`config.mk`:
```
export PLATFORM = sky130hd
export DESIGN_NAME = fw_boot_loader
export DESIGN_NICKNAME = d
export VERILOG_FILES = /design/src/rtl/fw_boot_loader.sv
export SDC_FILE = /design/constraint.sdc
export NUM_CORES = 1
export LEC_CHECK = 0
export ABC_CLOCK_PERIOD_IN_PS = 3800
export BUFFER_PORTS_ARGS = -buffer_cell sky130_fd_sc_hd__buf_4
export CAP_MARGIN = 40
export CORE_MARGIN = 5
export CORE_UTILIZATION = 50
export CTS_CLUSTER_SIZE = 12
export DETAILED_ROUTE_END_ITERATION = 8
export PLACE_DENSITY = 0.75
export SKIP_LAST_GASP = 1
export SLEW_MARGIN = 10
export SYNTH_ARGS = -nofsm -noshare
export SYNTH_HDL_FRONTEND = slang
export SYNTH_SLANG_ARGS = --single-unit
export TNS_END_PERCENT = 30
```
`constraint.sdc`:
```
create_clock -name clk -period 3.8 [get_ports clk]
set_input_delay 0.38 -clock clk [delete_from_list [all_inputs] [get_ports clk]]
set_output_delay 0.38 -clock clk [all_outputs]
set_load 0.01 [all_outputs]
```
`src/rtl/fw_boot_loader.sv`:
```
// ============================================================================
// Module   : fw_boot_loader
// Brief    : Streams a firmware image into memory at LOAD_BASE, writes the
//            6502 reset vector, then releases the CPU from reset.
//            Optional macro BOOT_CHECKSUM_EN: last byte is an 8-bit checksum.
// Revision : 1.0 - initial release
// ============================================================================
`default_nettype none

module fw_boot_loader #(
    parameter int                    ADDR_WIDTH     = 16,
    parameter int                    REG_WIDTH      = 8,
    parameter logic [ADDR_WIDTH-1:0] LOAD_BASE      = 16'h0600,
    parameter int                    MAX_SIZE       = 1024,
    parameter logic [ADDR_WIDTH-1:0] RESET_VEC_ADDR = 16'hFFFC,
    parameter int                    RELEASE_DELAY  = 4
) (
    input  logic                  clk,
    input  logic                  reset,
    input  logic                  start,
    input  logic                  fw_valid,
    input  logic [REG_WIDTH-1:0]  fw_data,
    input  logic                  fw_last,
    output logic                  fw_ready,
    output logic                  mem_we,
    output logic [ADDR_WIDTH-1:0] mem_addr,
    output logic [REG_WIDTH-1:0]  mem_din,
    output logic                  bus_grant,
    output logic                  cpu_reset_n,
    output logic                  busy,
    output logic                  done,
    output logic                  error,
    output logic [ADDR_WIDTH-1:0] byte_count
);

    localparam logic [2:0] S_IDLE   = 3'd0;
    localparam logic [2:0] S_LOAD   = 3'd1;
    localparam logic [2:0] S_VEC_LO = 3'd2;
    localparam logic [2:0] S_VEC_HI = 3'd3;
    localparam logic [2:0] S_HOLD   = 3'd4;
    localparam logic [2:0] S_DONE   = 3'd5;
    localparam logic [2:0] S_ERR    = 3'd6;

    localparam int                    c_DLY_W    = (RELEASE_DELAY > 1) ? $clog2(RELEASE_DELAY) : 1;
    localparam logic [c_DLY_W-1:0]    c_DLY_LAST = c_DLY_W'(RELEASE_DELAY - 1);
    localparam logic [ADDR_WIDTH-1:0] c_MAX_CNT  = ADDR_WIDTH'(MAX_SIZE);
    localparam logic [REG_WIDTH-1:0]  c_BASE_LO  = REG_WIDTH'(LOAD_BASE);
    localparam logic [REG_WIDTH-1:0]  c_BASE_HI  = REG_WIDTH'(LOAD_BASE >> REG_WIDTH);

    logic [2:0]            r_state;
    logic [c_DLY_W-1:0]    r_dly;
    logic                  r_mem_we;
    logic [ADDR_WIDTH-1:0] r_mem_addr;
    logic [REG_WIDTH-1:0]  r_mem_din;
    logic                  r_bus_grant;
    logic                  r_cpu_reset_n;
    logic                  r_busy;
    logic                  r_done;
    logic                  r_error;
    logic [ADDR_WIDTH-1:0] r_byte_count;

    logic                  w_hs;
    logic [ADDR_WIDTH-1:0] w_count_nxt;
    logic [ADDR_WIDTH-1:0] w_load_addr;

    assign w_hs        = fw_valid && (r_state == S_LOAD);
    assign w_count_nxt = r_byte_count + ADDR_WIDTH'(1);
    assign w_load_addr = LOAD_BASE + r_byte_count;

`ifdef BOOT_CHECKSUM_EN
    logic [REG_WIDTH-1:0] r_sum;
    logic [REG_WIDTH-1:0] w_sum_chk;

    assign w_sum_chk = r_sum + fw_data;
`endif

    always_ff @(posedge clk) begin
        if (reset) begin
            r_state       <= S_IDLE;
            r_dly         <= '0;
            r_mem_we      <= 1'b0;
            r_mem_addr    <= '0;
            r_mem_din     <= '0;
            r_bus_grant   <= 1'b0;
            r_cpu_reset_n <= 1'b0;
            r_busy        <= 1'b0;
            r_done        <= 1'b0;
            r_error       <= 1'b0;
            r_byte_count  <= '0;
`ifdef BOOT_CHECKSUM_EN
            r_sum         <= '0;
`endif
        end else begin
            case (r_state)
                S_IDLE, S_DONE, S_ERR: begin
                    r_mem_we    <= 1'b0;
                    r_bus_grant <= 1'b0;
                    if (start) begin
                        r_state       <= S_LOAD;
                        r_bus_grant   <= 1'b1;
                        r_busy        <= 1'b1;
                        r_done        <= 1'b0;
                        r_error       <= 1'b0;
                        r_cpu_reset_n <= 1'b0;
                        r_byte_count  <= '0;
`ifdef BOOT_CHECKSUM_EN
                        r_sum         <= '0;
`endif
                    end
                end

                S_LOAD: begin
                    r_mem_we <= 1'b0;
                    if (w_hs) begin
`ifdef BOOT_CHECKSUM_EN
                        if (fw_last) begin
                            // Checksum byte is consumed but never written.
                            if (w_sum_chk == '0) begin
                                r_state <= S_VEC_LO;
                            end else begin
                                r_state     <= S_ERR;
                                r_bus_grant <= 1'b0;
                                r_busy      <= 1'b0;
                                r_error     <= 1'b1;
                            end
                        end else begin
                            r_mem_we     <= 1'b1;
                            r_mem_addr   <= w_load_addr;
                            r_mem_din    <= fw_data;
                            r_byte_count <= w_count_nxt;
                            r_sum        <= w_sum_chk;
                            if (w_count_nxt == c_MAX_CNT) begin
                                r_state <= S_ERR;
                                r_busy  <= 1'b0;
                                r_error <= 1'b1;
                            end
                        end
`else
                        r_mem_we     <= 1'b1;
                        r_mem_addr   <= w_load_addr;
                        r_mem_din    <= fw_data;
                        r_byte_count <= w_count_nxt;
                        if (fw_last) begin
                            r_state <= S_VEC_LO;
                        end else if (w_count_nxt == c_MAX_CNT) begin
                            // Grant stays up one more cycle so the overflowing byte lands.
                            r_state <= S_ERR;
                            r_busy  <= 1'b0;
                            r_error <= 1'b1;
                        end
`endif
                    end
                end

                S_VEC_LO: begin
                    r_mem_we   <= 1'b1;
                    r_mem_addr <= RESET_VEC_ADDR;
                    r_mem_din  <= c_BASE_LO;
                    r_state    <= S_VEC_HI;
                end

                S_VEC_HI: begin
                    r_mem_we   <= 1'b1;
                    r_mem_addr <= RESET_VEC_ADDR + ADDR_WIDTH'(1);
                    r_mem_din  <= c_BASE_HI;
                    r_dly      <= '0;
                    r_state    <= S_HOLD;
                end

                S_HOLD: begin
                    r_mem_we    <= 1'b0;
                    r_bus_grant <= 1'b0;
                    if (r_dly == c_DLY_LAST) begin
                        r_state       <= S_DONE;
                        r_cpu_reset_n <= 1'b1;
                        r_busy        <= 1'b0;
                        r_done        <= 1'b1;
                    end else begin
                        r_dly <= r_dly + c_DLY_W'(1);
                    end
                end

                default: begin
                    r_state  <= S_IDLE;
                    r_mem_we <= 1'b0;
                end
            endcase
        end
    end

    assign fw_ready    = (r_state == S_LOAD);
    assign mem_we      = r_mem_we;
    assign mem_addr    = r_mem_addr;
    assign mem_din     = r_mem_din;
    assign bus_grant   = r_bus_grant;
    assign cpu_reset_n = r_cpu_reset_n;
    assign busy        = r_busy;
    assign done        = r_done;
    assign error       = r_error;
    assign byte_count  = r_byte_count;

endmodule

`default_nettype wire

```
==> results.ini, run 1 <==
[run_status]
status = completed

[sta]
fmax_mhz = 367
finalSetupViolCount = 0
worst_pin_slew_ns = 0.780
finalHoldViolCount = 0
fin_skew_ns = 0.00610
rsz0062_at_grt = no
layout_min_cycle_time_ns = 2.73
finalCritPeriodShare = 0.718
setup_tns_ns = 0
timing.slew.headroom = 0.480
report.final.slew_viol_count = 0

[pwr]
intPower_w = 0.000870
pwr_density_cell_nw_per_um2 = 391
ir_drop_mv = 0.174
combPwrFrac = 0.212
power.share.clock = 0.305
pwr-share-seq = 0.483
p_sw_w = 0.000358
swShare = 0.292
leakagePower_nw = 1.32

[route]
first_pass_iters = 4
drt_iter0_markers = 263
wire_per_inst_um = 14.9
vias = 2469
routed_wl_mm = 6.52
avgViaCountPerCell = 5.65
final_antenna_net_count = 0
post-route-drc-count = 0

[synth]
synth_flop_cell = dfxtp_1
syn_area_per_cell_um2 = 8.05
syn_nets = 340
synth_seq_cells = 50
yosys-top-cells-area = dfxtp_1 39%, nor2_1 5.8%, a21oi_1 5.0%
synthCells = 322
synth-edff-count = 0
async_flop_share = 0
ys_warn_count = 0
synth.distinct_cells = 53
synth_area_um2 = 2590
yosysTopAreaCellShare = 0.386
synth_top_area_cell = dfxtp_1
yosysSeqAreaShare = 0.386

[global_route]
grt_max_degree = 36
grt_pass1_wl_mm = 11.1
grtUsageTotal = 0.210
antenna_found_initial = 0
grt_overflow = 0
grt_pass1_vias = 2343

[clocking]
numCtsBuffers = 5
cts.sinks = 50
ctsResizeCount = 0
tritoncts = yes
post-cts-setup-buffers = 0
clockBufferDepth = 2
hold_buffers = 0
clk_latency_ns = 0.30
htreeDepth = 2
cts_root_buf = clkbuf_8
clkTransAtPathRegs_ns = 0.09

[place]
io_buffers = 59
gp_congestion = 0.866
placedCellCount = 429
detailed_place_hpwl_mm = 4.62

[finish]
most-common-layout-cells = 61 x buf_4, 50 x dfxtp_1, 40 x nor2_1
diodes = 0
seqCellArea_um2 = 1000
layout.cells.most_common = buf_4
multi_input_area_um2 = 1460
fin_cells = 437
final_nets = 384
drive_gt1_frac = 0.237
area_delta_synth_final_pct = 21.2
fillers = 481

[flow_run]
drv_cap = 0

[die]
design.die.area_um2 = 6720
core.rowCount = 26
core_um2 = 5070
die_w_um = 82.0
ioPinCount = 60
initial_core_util = 0.511
die_y_um = 82.0

[setup_path]
cp.arrival_ns = 2.90
crit_type = reg2reg
critPathLaunchType = flop
cpMaxStageDelayCell = dfxtp_1
cp.required_ns = 3.97
worst-path-buf-inv = 0
cp_top_family = simple AND/OR/NAND/NOR gates
max_stage_delay_ns = 0.55
crit_fanout = 12
crit_chain = ha_1 -> nand4_2 -> o32ai_2 -> nand4bb_1 -> or4b_1 -> nor4_2 -> a311oi_1
cp-end-kind = flop

[worst_hold_path]
hold_path.class = in2reg

## path summary, 6_finish.rpt
check                                    from          to  slack (ns)  depth (start not counted)
worst max-delay path            byte_count[1]  r_state[0]        1.07                          7
worst min-delay path               fw_data[0]  mem_din[0]        0.32                          3
worst max register to register  byte_count[1]  r_state[0]        1.07                          7
worst min register to register     mem_din[0]  mem_din[0]        0.46                          2
## layer usage
layer	vias to the layer above	track usage	wire [um]
li1	1248	-	-
met1	1140	0.278	2920
met2	76	0.350	3070
met3	5	0.0450	480
met4	0	0.0465	48
met5	-	0	0
## layout make-up
type,instances,area share
multi-input combinational,241,0.465
sequential,50,0.319
timing repair buffer,61,0.146
tap,70,0.0279
clock buffer,5,0.0219
clock inverter,3,0.0127
inverter,7,0.00837
## flip-flops by register name, indices dropped and copies added (netlist names)
register / count
error: 1
done: 1
busy: 1
mem_addr: 16
byte_count: 16
mem_din: 8
mem_we: 1
r_dly: 2
r_state: 3
bus_grant: 1
## worst reg2reg max path: cells and delay by family (launching register included)
kind / cells / cell delay, ns
flops: 1 / 0.55
compound gates: 2 / 0.47
fa+ha+maj: 1 / 0.38
simple gates: 4 / 1.20
## power groups by stage
| stage | combinational [W] | sequential (W) | clock, W |
|---|---|---|---|
| after floorplan | 0.000151 | 0.000609 | 0 |
| after global placement | 0.000260 | 0.000604 | 0 |
| after detailed placement | 0.000262 | 0.000605 | 0 |
| after CTS | 0.000263 | 0.000593 | 0.000382 |
| after global routing | 0.000292 | 0.000600 | 0.000405 |
| final | 0.000260 | 0.000593 | 0.000374 |
## logic make-up (layout without fill, tap and decap cells)
family	count (synthesis)	count (layout)	synth area share
xor+xnor	11	11	0.0372
fa+ha+maj	6	6	0.0280
simple gates	138	138	0.266
compound gates	82	82	0.217
mux	4	4	0.0155
buf+inv	31	76	0.0507
flops	50	50	0.386
## metrics by stage
stage	instance area (um2)	total power, W	hold slack (ns)	utilization	setup slack [ns]
2_1_floorplan	2590	0.000760	0.458	-	1.45
3_3_place_gp	3030	0.000864	0.442	0.597	1.19
3_5_place_dp	3030	0.000867	0.447	0.597	1.07
4_1_cts	3140	0.00124	0.320	0.619	1.05
5_1_grt	3140	0.00130	0.317	0.619	0.891
6_report	3140	0.00123	0.320	0.619	1.07
## cells in the mapped netlist (3+ instances only)
cell type / n
xnor2_1: 6
o221a_2: 8
xor2_1: 5
a21oi_1: 26
mux2i_1: 4
o21ai_0: 17
nand2_1: 34
inv_1: 6
a311oi_1: 3
a22oi_1: 4
ha_1: 5
and3_1: 6
dfxtp_1: 50
nor2_1: 40
clkbuf_1: 14
nand2b_1: 4
or3_1: 4
a31oi_1: 4
nand3_1: 16
buf_2: 8
or2_2: 3
nor3_1: 13
(Power assumes the default switching activity.)
==> run 2: changes to the inputs <==
--- a/config.mk
+++ b/config.mk
@@ -5,7 +5,8 @@
 export SDC_FILE = /design/constraint.sdc
 export NUM_CORES = 1
 export LEC_CHECK = 0
-export ABC_CLOCK_PERIOD_IN_PS = 3800
+export ABC_AREA = 1
+export ABC_CLOCK_PERIOD_IN_PS = 2750
 export BUFFER_PORTS_ARGS = -buffer_cell sky130_fd_sc_hd__buf_4
 export CAP_MARGIN = 40
 export CORE_MARGIN = 5
==> constraint.sdc (replaced) <==
create_clock -name clk -period 2.75 [get_ports clk]
set_input_delay 0.275 -clock clk [delete_from_list [all_inputs] [get_ports clk]]
set_output_delay 0.275 -clock clk [all_outputs]
set_load 0.01 [all_outputs]
==> results.ini, run 2 <==
[run_status]
status = completed

[setup_path]
cpMaxStageDelayCell = dfxtp_1
cp_top_family = simple AND/OR/NAND/NOR gates
worstRegToRegCells = 14
crit_top_cell = nand2_1
critPathLaunchType = flop
crit_type = reg2reg
cp.required_ns = 2.96
r2r_setup_slack_ns = 0.60
r2r_start = byte_count[1]
worst-path-buf-inv = 1
cp.arrival_ns = 2.36
crit_chain = ha_1 -> nand3_1 -> inv_2 -> nand2_1 -> nand2_1 -> nand2_1 -> nor2_1 -> nand3_1 -> nor2_1 -> nand2_1 -> nand2_2 -> nand3_1 -> nand2_1 -> nor2_1
max_stage_delay_ns = 0.46
crit_fanout = 7
r2r-end = r_state[2]
cp-end-kind = flop

[place]
detailed_place_hpwl_mm = 5.00
gp_congestion = 0.946
io_buffers = 59

[sta]
layout_min_cycle_time_ns = 2.15
timing.slew.headroom = 0.635
worst_pin_slew_ns = 0.545
whs_ns = 0.247
rsz0062_at_grt = no
finalSetupViolCount = 0
fin_skew_ns = 0.00689
setup_tns_ns = 0
fmax_mhz = 465
report.final.slew_viol_count = 0
finalCritPeriodShare = 0.782
finalHoldViolCount = 0

[clocking]
clkTransAtPathRegs_ns = 0.10
htreeDepth = 2
clk_latency_ns = 0.31
clockBufferDepth = 2
numCtsBuffers = 5
ctsResizeCount = 0
tritoncts = yes
cts_root_buf = clkbuf_8
hold_buffers = 0
cts.sinks = 50
post-cts-setup-buffers = 0

[finish]
area_delta_synth_final_pct = 24.7
final_nets = 434
drive_gt1_frac = 0.223
diodes = 0
fillers = 457
most-common-layout-cells = 75 x nand2_1, 64 x buf_4, 50 x dfxtp_1
layout.cells.most_common = nand2_1

[pwr]
ir_drop_mv = 0.504
pwr_density_cell_nw_per_um2 = 981
leakagePower_nw = 1.39

[worst_hold_path]
min_from = fw_data[2]
hold_end = mem_din[2]
holdPathStages = 3
hold_path.class = in2reg

[synth]
async_flop_share = 0
synth_area_um2 = 2510
yosysSeqAreaShare = 0.399
yosysTopAreaCellShare = 0.399
syn_area_per_cell_um2 = 7.03
synth.distinct_cells = 33
synthCells = 357
yosys-top-cells-area = dfxtp_1 40%, nand2_1 11%, a21oi_1 6.8%
synth_flop_cell = dfxtp_1
synth-edff-count = 0
yosysMostFrequentCell = nand2_1
ys_warn_count = 0
synth_top_area_cell = dfxtp_1
synthTopCellsByCount = 75 x nand2_1, 50 x dfxtp_1, 41 x nor2_1
synth_seq_cells = 50
syn_nets = 375

[global_route]
antenna_found_initial = 0
grt_pass1_wl_mm = 11.1
grt_max_degree = 25
grt_overflow = 0
grt_pass1_vias = 2340
grtUsageTotal = 0.216

[route]
post-route-drc-count = 0
drt_iter0_markers = 190
avgViaCountPerCell = 5.16
wire_per_inst_um = 13.9
routed_wl_mm = 6.71
vias = 2499
first_pass_iters = 4
final_antenna_net_count = 0

[die]
core.rowCount = 25
die_y_um = 80.9
die_w_um = 80.9
design.die.area_um2 = 6540
core_um2 = 4790
ioPinCount = 60
initial_core_util = 0.524

[flow_run]
drv_cap = 0

-- run 2: per-layer routing --
| metal | track usage | routed length (um) |
|---|---|---|
| met3 | 0.0432 | 395 |
| met5 | 0 | 0 |
| met2 | 0.336 | 2980 |
| met1 | 0.299 | 3240 |
| met4 | 0.0693 | 97 |
-- run 2: power breakdown --
group	internal [W]	switching, W	leakage (nW)	total (W)
clock	0.000277	0.000264	0.0563	0.000541
sequential	0.000965	0.000190	0.410	0.00115
combinational	0.000573	0.000803	0.926	0.00138
-- run 2: kinds of logic (layout without fill, tap and decap cells) --
logic type,Yosys count,after routing,synth area share
AO/OA/AOI/OAI,73,73,0.164
flip-flops,50,50,0.399
XOR/XNOR,4,4,0.0140
buffers and inverters,51,111,0.0828
adder cells (fa/ha/maj),5,5,0.0249
AND/OR/NAND/NOR,174,174,0.316
-- run 2: worst max path at each step --
| stage | start | end | cells after the start |
|---|---|---|---|
| finish | byte_count[1] | r_state[2] | 14 |
| global placement | byte_count[1] | r_state[2] | 14 |
| CTS | byte_count[1] | r_state[2] | 14 |
| floorplan | byte_count[1] | r_state[1] | 14 |
| detailed placement | byte_count[1] | r_state[1] | 14 |
| global route | byte_count[1] | r_state[2] | 14 |
-- run 2: layout make-up --
type,instances,area (um2),share of cell area
Inverter,39,146,0.0468
Tap cell,67,83.8,0.0268
Multi-Input combinational cell,256,1300,0.416
Sequential cell,50,1000,0.320
Timing Repair Buffer,64,480,0.153
Clock inverter,3,48.8,0.0156
Clock buffer,5,68.8,0.0220
-- run 2: worst register-to-register path, stage by stage, from the launching register on --
cell	delay (ns)
dfxtp_1	0.46
ha_1	0.23
nand3_1	0.17
inv_2	0.15
nand2_1	0.10
nand2_1	0.07
nand2_1	0.07
nor2_1	0.10
nand3_1	0.09
nor2_1	0.14
nand2_1	0.12
nand2_2	0.14
nand3_1	0.09
nand2_1	0.08
nor2_1	0.04
-- run 2: per-stage QoR --
stage,instances,setup slack (ns),total power [W],cell area (um2),util
4_1_cts,484,0.601,0.00309,3130,0.654
3_3_place_gp,476,0.661,0.00252,3010,0.630
6_report,484,0.600,0.00307,3130,0.654
3_5_place_dp,476,0.654,0.00254,3010,0.630
2_1_floorplan,357,0.931,0.00200,2510,-
5_1_grt,484,0.360,0.00330,3130,0.654
